File: config.mk
export PLATFORM = sky130hd
export DESIGN_NAME = serial_subtractor_flat
export DESIGN_NICKNAME = d
export VERILOG_FILES = /design/src/rtl/serial_subtractor_if.sv /design/src/rtl/serial_subtractor.sv /design/src/flat_wrapper.sv
export SDC_FILE = /design/constraint.sdc
export NUM_CORES = 1
export LEC_CHECK = 0
export CORE_MARGIN = 10
export CORE_UTILIZATION = 54
export DETAILED_ROUTE_END_ITERATION = 10
export GPL_ROUTABILITY_DRIVEN = 0
export MAX_ROUTING_LAYER = met4
export PLACE_DENSITY = 0.82
export SETUP_SLACK_MARGIN = 0.2
export SLEW_MARGIN = 20
export SYNTH_ARGS = -nofsm -noshare
export SYNTH_HDL_FRONTEND = slang
export SYNTH_SLANG_ARGS = --single-unit
File: constraint.sdc
create_clock -name clk -period 3.42 [get_ports clk]
set_clock_uncertainty 0.1 [all_clocks]
set_input_delay 0.342 -clock clk [delete_from_list [all_inputs] [get_ports clk]]
set_output_delay 0.342 -clock clk [all_outputs]
set_load 0.01 [all_outputs]
File: src/rtl/serial_subtractor_if.sv
// Start/done handshake bundle for serial_subtractor.
// The ovf signal exists only when SERIAL_SUB_OVF_EN is defined.
interface serial_subtractor_if #(
    parameter int WIDTH = 8
);
    logic             start;
    logic [WIDTH-1:0] a;
    logic [WIDTH-1:0] b;
    logic             busy;
    logic             done;
    logic [WIDTH-1:0] diff;
    logic             borrow;
`ifdef SERIAL_SUB_OVF_EN
    logic             ovf;

    modport master (output start, a, b, input busy, done, diff, borrow, ovf);
    modport slave  (input start, a, b, output busy, done, diff, borrow, ovf);
`else
    modport master (output start, a, b, input busy, done, diff, borrow);
    modport slave  (input start, a, b, output busy, done, diff, borrow);
`endif
endinterface

File: src/rtl/serial_subtractor.sv
// Bit-serial a - b, LSB first, through one full-subtractor cell and a borrow flop.
// Optional signed-overflow flag is compiled in with SERIAL_SUB_OVF_EN.
module serial_subtractor #(
    parameter int WIDTH = 8
) (
    input  logic                clk,
    input  logic                reset,
    serial_subtractor_if.slave  bus
);
    localparam int CNT_W = (WIDTH > 2) ? $clog2(WIDTH) : 1;

    typedef enum logic [1:0] {IDLE, SHIFT, DONE} state_t;

    state_t           state;
    state_t           state_next;
    logic [CNT_W-1:0] cnt;
    logic [WIDTH-1:0] a_sr;
    logic [WIDTH-1:0] b_sr;
    logic [WIDTH-2:0] res_sr;
    logic [WIDTH-1:0] res_next;
    logic [WIDTH-1:0] diff_q;
    logic             brw;
    logic             borrow_q;
    logic             accept;
    logic             last;
    logic             d;
    logic             bo;
`ifdef SERIAL_SUB_OVF_EN
    logic             a_msb;
    logic             b_msb;
    logic             ovf_q;
`endif

    function automatic logic cell_d(input logic x, input logic y, input logic bi);
        return x ^ y ^ bi;
    endfunction

    function automatic logic cell_bo(input logic x, input logic y, input logic bi);
        return (~x & y) | (~(x ^ y) & bi);
    endfunction

    always_comb begin
        accept   = ((state == IDLE) || (state == DONE)) && bus.start;
        last     = (state == SHIFT) && (cnt == CNT_W'(WIDTH - 1));
        d        = cell_d(a_sr[0], b_sr[0], brw);
        bo       = cell_bo(a_sr[0], b_sr[0], brw);
        // Result bits arrive LSB first; the final bit completes the word without an extra shift.
        res_next = {d, res_sr};
    end

    always_comb begin
        state_next = state;
        case (state)
            IDLE:    if (bus.start) state_next = SHIFT;
            SHIFT:   if (last) state_next = DONE;
            DONE:    state_next = bus.start ? SHIFT : IDLE;
            default: state_next = IDLE;
        endcase
    end

    always_ff @(posedge clk) begin
        if (reset) state <= IDLE;
        else       state <= state_next;
    end

    always_ff @(posedge clk) begin
        if (reset) begin
            cnt      <= '0;
            a_sr     <= '0;
            b_sr     <= '0;
            res_sr   <= '0;
            brw      <= 1'b0;
            diff_q   <= '0;
            borrow_q <= 1'b0;
`ifdef SERIAL_SUB_OVF_EN
            a_msb    <= 1'b0;
            b_msb    <= 1'b0;
            ovf_q    <= 1'b0;
`endif
        end else if (accept) begin
            cnt      <= '0;
            a_sr     <= bus.a;
            b_sr     <= bus.b;
            res_sr   <= '0;
            brw      <= 1'b0;
`ifdef SERIAL_SUB_OVF_EN
            a_msb    <= bus.a[WIDTH-1];
            b_msb    <= bus.b[WIDTH-1];
`endif
        end else if (state == SHIFT) begin
            cnt    <= cnt + 1'b1;
            a_sr   <= a_sr >> 1;
            b_sr   <= b_sr >> 1;
            res_sr <= res_next[WIDTH-1:1];
            brw    <= bo;
            if (last) begin
                diff_q   <= res_next;
                borrow_q <= bo;
`ifdef SERIAL_SUB_OVF_EN
                ovf_q    <= (a_msb != b_msb) && (d != a_msb);
`endif
            end
        end
    end

    assign bus.busy   = (state == SHIFT);
    assign bus.done   = (state == DONE);
    assign bus.diff   = diff_q;
    assign bus.borrow = borrow_q;
`ifdef SERIAL_SUB_OVF_EN
    assign bus.ovf    = ovf_q;
`endif

endmodule

File: src/flat_wrapper.sv
// flat-port wrapper written by rule: the top's interface ports become plain ports
module serial_subtractor_flat 
#(
    parameter int WIDTH = 8
)
  (clk, reset, bus_start, bus_a, bus_b, bus_busy, bus_done, bus_diff, bus_borrow);
  serial_subtractor_if #(.WIDTH(WIDTH)) bus_i ();
  input  logic clk;
  input  logic reset;
  input wire logic [$bits(bus_i.start)-1:0] bus_start;
  input wire logic [$bits(bus_i.a)-1:0] bus_a;
  input wire logic [$bits(bus_i.b)-1:0] bus_b;
  output wire logic [$bits(bus_i.busy)-1:0] bus_busy;
  output wire logic [$bits(bus_i.done)-1:0] bus_done;
  output wire logic [$bits(bus_i.diff)-1:0] bus_diff;
  output wire logic [$bits(bus_i.borrow)-1:0] bus_borrow;
  assign bus_i.start = bus_start;
  assign bus_i.a = bus_a;
  assign bus_i.b = bus_b;
  assign bus_busy = bus_i.busy;
  assign bus_done = bus_i.done;
  assign bus_diff = bus_i.diff;
  assign bus_borrow = bus_i.borrow;
  serial_subtractor #(.WIDTH(WIDTH)) u_core (.clk(clk), .reset(reset), .bus(bus_i));
endmodule
==> metrics.txt, run 1 <==
outcome=finished clean; number of synthesized flops with an enable pin=0; most frequent cells in the layout=38 x dfxtp_1, 31 x nand2_1, 29 x clkdlybuf4s50_1; R2R depth=5; Worst Path Buf+Inv=3; post-synthesis compound-gate area fraction=0.1695; WHS Path Cells=2; Synth-to-Final Area Change=18.36%; mux contribution to synthesized area=0.006250; GRT Total Usage=0.1374; most common cell after layout, fill and taps aside=dfxtp_1; final worst setup slack=0.9224 ns; synthesized area per cell=9.204 µm²; initial core utilization=0.5709; Clock Tree Root=clkbuf_4; CTS H-Tree Depth=2; RSZ-0062 raised after global routing=false; FF+latch count, synth=38; nets@finish=219; Reg2Reg Setup Slack=1.50 ns; ratio of cells with drive above 1 in the final layout=0.1515; vias in the first global route=1,281; later-pin clock latency in the skew report=0.34 ns; post-cts sizing count=0; worst endpoint data arrival time=2.06 ns; PwrDens=442.6 nW/µm²; worst vdd ir=0.0002922 V; Post-Synthesis Cells=174; Finished Layout Cells=229; core area=2805 µm²; pre-CTS WS=1.244 ns; routed len/inst=15.29 µm; Critical Path RT=2.98 ns; Worst-Margin Slew=0.9909 ns; largest net degree at the start of global routing=39; relative slew slack=0.3380; main combinational cell family by area after synthesis=simple AND/OR/NAND/NOR gates; clock period minus worst slack=2.498 ns; Die Y=74.46 µm; grt ovf=0; Setup Buffers After CTS=0; max-cap violation count=0; Die ar.=5544 µm²; DRT Pass-1 Iters=4; Hold Crit Endpoint=u_core.bus.diff[4]; Antenna diodes=0; final hold violation count=0; dpl hpwl=2366 µm; leakage power=0.6219 nW; Clock Path Buffers=2; Fmax=0.4004 GHz; sequential area share after synthesis=0.4750; CP Max Fanout=38; CTS tree=yes; CP Class=reg2out; Crit. End Element=output pin; count of pins over their slew limit=0; I/O pins=30; remaining antenna violation count=0; Mapped Nets=196; # clock sinks=38; DRC=0; Async S/R FF share, synth=0; Cell Rows=19; Worst-path clk slew=0.12 ns; vias=1,286; cells along the critical path=nand2b_1 > buf_4 > inv_4 > clkdlybuf4s50_1; final setup TNS=0 ns; fin crit share=0.7303; Via density=5.616; CP startpoint kind=flop; RR Endpoint=u_core.bus.diff[3]; Synth cell types=28; worst reg2reg startpoint=u_core.cnt[0]; cell family with most CP delay=buffers and inverters; dpl cells=221; Netlist Area Pre-Place=1602 µm²; Adder-Cell Fraction of Synth Area=0.02813; initial antenna violation count=0; worst hold slack=0.3754 ns; final setup fails=0; warnings from Yosys=0; final wirelength=3501 µm; xor/xnor share of the synthesized area=0.005469; cts bufs inserted=5; ys flop type=dfxtp_1; Post-CTS Hold Fix Bufs=0; Port-buffer cells=29; first-pass GRT wire length=5858 µm; CP max stage cell=clkdlybuf4s50_1; Hold Crit Class=reg2reg; Die Wd=74.46 µm; Initial DRC Count=106; Final Util=0.6757; CP peak stage delay=0.63 ns; Post-Synth Simple-Gate Area=0.2359; hold path startpoint=u_core.bus.diff[4]
cell type report:
class	instances	area (µm²)
clock buffers	6	51.30
clock inverters	2	12.51
fillers	227	909.6
inverters	3	13.76
multi-input cells	118	713.2
flip-flops and latches	38	760.7
well taps	31	38.79
repair buffers	31	305.3
metrics by stage:
stage | area (µm²) | power (mW)
6_report | 1896 | 0.8390
5_1_grt | 1896 | 0.8762
4_1_cts | 1896 | 0.8433
3_5_place_dp | 1832 | 0.5994
3_3_place_gp | 1832 | 0.5945
2_1_floorplan | 1602 | 0.5736
worst max path at each step:
| stage | startpoint | to | depth (start not counted) |
|---|---|---|---|
| 2_1_floorplan | u_core.cnt[0] | u_core.state[0] | 5 |
| 3_3_place_gp | bus_start | u_core.a_sr[7] | 4 |
| 3_5_place_dp | bus_start | u_core.a_sr[7] | 4 |
| 4_1_cts | u_core.state[0] | bus_busy | 4 |
| 5_1_grt | u_core.state[0] | bus_busy | 4 |
| 6_report | u_core.state[0] | bus_busy | 4 |
per-layer routing:
metal / wire, µm / GRT usage / vias up
li1: - / - / 648
met1: 1574 / 0.1581 / 612
met2: 1755 / 0.2200 / 22
met3: 133 / 0.03856 / 4
met4: 37 / 0.05672 / 0
met5: 0 / - / -
report_power, final:
group	total [mW]	switching (mW)	internal [mW]	leakage (nW)
logic	0.116	0.0645	0.0513	0.278
registers	0.476	0.0123	0.464	0.310
clock network	0.247	0.148	0.0989	0.0343
total	0.839	0.225	0.614	0.622
flip-flops by register name, indices dropped and copies added, names as in the netlist:
signal / flops
u_core.brw: 1
u_core.bus.borrow: 1
u_core.res_sr: 7
u_core.state: 2
u_core.cnt: 3
u_core.b_sr: 8
u_core.bus.diff: 8
u_core.a_sr: 8
worst reg2reg max path, cell delays in order (launching register included):
cell and delay [ns]:
dfxtp_1 0.38, ha_1 0.16, ha_1 0.52, nand3b_1 0.39, nand2_1 0.20, a21oi_2 0.07
cell usage after synthesis (2+ instances only):
master / n / area [µm²]
buf_8: 2 / 30.03
a22oi_1: 2 / 15.01
nor2_1: 6 / 22.52
nand3_1: 3 / 15.01
o22ai_1: 10 / 62.56
buf_6: 2 / 22.52
ha_1: 2 / 25.02
buf_4: 3 / 22.52
dfxtp_1: 38 / 760.7
nor2b_1: 2 / 12.51
nand2_1: 31 / 116.4
nand3_2: 8 / 80.08
buf_2: 7 / 35.03
nor3_1: 21 / 105.1
a21oi_1: 13 / 65.06
inv_1: 2 / 7.510
a21oi_2: 8 / 70.07
nand2b_1: 3 / 18.77
a311oi_2: 2 / 30.03
logic make-up (layout without fill, tap and decap cells):
group,after synthesis,in the layout
xor gates and xnor gates,1,1
adders and majority gates,3,3
muxes,1,1
buffers and inverters,18,42
AOI/OAI and AO/OA,38,38
and+or+nand+nor,75,75
DFF,38,38
No activity file was read; power rests on OpenSTA's default activity.
==> run 2, diff against run 1 <==
--- a/config.mk
+++ b/config.mk
@@ -6,11 +6,11 @@
 export NUM_CORES = 1
 export LEC_CHECK = 0
 export CORE_MARGIN = 10
-export CORE_UTILIZATION = 54
+export CORE_UTILIZATION = 51
 export DETAILED_ROUTE_END_ITERATION = 10
 export GPL_ROUTABILITY_DRIVEN = 0
 export MAX_ROUTING_LAYER = met4
-export PLACE_DENSITY = 0.82
+export PLACE_DENSITY = 0.78
 export SETUP_SLACK_MARGIN = 0.2
 export SLEW_MARGIN = 20
 export SYNTH_ARGS = -nofsm -noshare
==> constraint.sdc (replaced) <==
create_clock -name clk -period 2.5 [get_ports clk]
set_clock_uncertainty 0.1 [all_clocks]
set_input_delay 0.25 -clock clk [delete_from_list [all_inputs] [get_ports clk]]
set_output_delay 0.25 -clock clk [all_outputs]
set_load 0.01 [all_outputs]
==> run 2 against run 1 <==
Combinational power increased by 41%. Critical path depth is 1 lower. Sequential share of layout area shrank 0.70 points. Critical path type unchanged. Largest cell class unchanged. Largest power group unchanged. Highest routed layer unchanged.
==> metrics.txt, run 2 (synthesis results as in run 1) <==
dpl hpwl=2545 µm (+7.6%); Clock Path Buffers=2 (unchanged); fin crit share=0.7536; largest net degree at the start of global routing=38 (-2.6%); Worst-Margin Slew=0.4453 ns (-0.5456 ns); design area=1929 µm² (+1.8%); initial antenna violation count=0 (unchanged); max-cap violation count=0 (unchanged); Clock Tree Root=clkbuf_4; Via density=5.455 (-2.9%); clock period minus worst slack=1.884 ns; I/O pins=30 (unchanged); CP startpoint kind=flop; Met1 Wirelength=1473 µm (-6.4%); worst endpoint data arrival time=1.53 ns (-0.53 ns); CP Class=reg2out; post-cts sizing count=0 (unchanged); Die Wd=76.04 µm (+2.1%); Crit. End Element=output pin; CTS tree=yes; grt ovf=0 (unchanged); vias in the first global route=1,240 (-3.2%); Sequential Area=760.7 µm² (unchanged); Setup Buffers After CTS=0 (unchanged); dpl cells=238 (+7.7%); count of pins over their slew limit=0 (unchanged); remaining antenna violation count=0 (unchanged); vias=1,331 (+3.5%); final wirelength=3528 µm (+0.77%); met2 WL=1804 µm (+2.8%); Post-CTS Hold Fix Bufs=0 (unchanged); most common cell after layout, fill and taps aside=dfxtp_1; Hold Crit Class=in2reg; Antenna diodes=0 (unchanged); Worst-path clk slew=0.11 ns (about the same); Fmax=0.5308 GHz; routed len/inst=14.46 µm (-5.4%); final setup fails=0 (unchanged); Cell Rows=20 (+1); first-pass GRT wire length=5927 µm (+1.2%); DRT Pass-1 Iters=4 (unchanged); Port-buffer cells=29 (unchanged); leakage power=0.6380 nW (+2.6%); RSZ-0062 raised after global routing=false; Synth-to-Final Area Change=20.47%; worst vdd ir=0.0004747 V (+62%); later-pin clock latency in the skew report=0.34 ns (about the same); CTS H-Tree Depth=2 (unchanged); initial core utilization=0.5289 (-0.04199); DR WL met3=199 µm (+50%); PwrDens=583.5 nW/µm² (+32%); GRT Total Usage=0.1269 (-0.01051); fillers=264 (+16%); Finished Layout Cells=244 (+6.6%); most frequent cells in the layout=38 x dfxtp_1, 31 x nand2_1, 29 x clkdlybuf4s50_1; cts bufs inserted=5 (unchanged); Die Y=76.04 µm (+2.1%); relative slew slack=0.7031 (+0.3651); outcome=finished clean; Die ar.=5782 µm² (+4.3%); core area=3028 µm² (+7.9%); final hold violation count=0 (unchanged); DR top layer=met4; final setup TNS=0 ns (unchanged); ratio of cells with drive above 1 in the final layout=0.1600 (+0.008485); CP Max Fanout=5 (-87%); Initial DRC Count=122 (+15%); # clock sinks=38 (unchanged); area of the multi-input gates=713.2 µm² (unchanged); Area after DPL=1878 µm² (+2.5%); Critical Path RT=2.15 ns (-0.83 ns); nets@finish=223 (+1.8%); DRC=0 (unchanged)
-- run 2: cell count changes in the layout (fill, tap and decap cells not counted), sizes merged --
cell,change
buf,+4
clkinv,-1
clkinvlp,-1
-- run 2: final timing paths --
| kind | start | to | slack, ns | depth (start not counted) |
|---|---|---|---|---|
| max | u_core.state[0] | bus_busy | 0.62 | 3 |
| min | bus_b[7] | u_core.b_sr[7] | 0.37 | 3 |
| max reg2reg | u_core.state[0] | u_core.a_sr[6] | 0.84 | 5 |
| min reg2reg | u_core.bus.diff[5] | u_core.bus.diff[5] | 0.37 | 2 |
-- run 2: final cells by class --
class	instances	area share
repair buffers	35	0.1738
well taps	44	0.02853
flip-flops and latches	38	0.3943
multi-input cells	118	0.3696
clock buffers	6	0.02659
inverters	3	0.007134
-- run 2: critical path: stages, from the launching register on --
cell and delay (ns):
dfxtp_1 0.43, nand2b_1 0.16, inv_4 0.08, clkdlybuf4s50_1 0.53
-- run 2: metrics by stage --
stage | hold WS, ns | setup WS (ns) | total power, mW | util
final | 0.3691 | 0.6161 | 1.126 | 0.6372
after global routing | 0.3616 | 0.5120 | 1.185 | 0.6372
after CTS | 0.3564 | 0.5950 | 1.131 | 0.6372
after detailed placement | 0.3616 | 0.7761 | 0.8291 | 0.6202
after global placement | 0.3456 | 0.8581 | 0.8194 | 0.6202
after floorplan | 0.2860 | 1.209 | 0.7847 | -
-- run 2: power breakdown --
part / internal [mW] / total (mW) / switching (mW)
logic: 0.0748 / 0.163 / 0.0883
clock network: 0.127 / 0.311 / 0.184
registers: 0.634 / 0.652 / 0.0179
-- run 2: metal layers --
metal,global-route usage,vias up
li1,-,653
met1,0.1446,636
met2,0.1990,36
met3,0.04009,6
met4,0.05682,0
met5,-,-
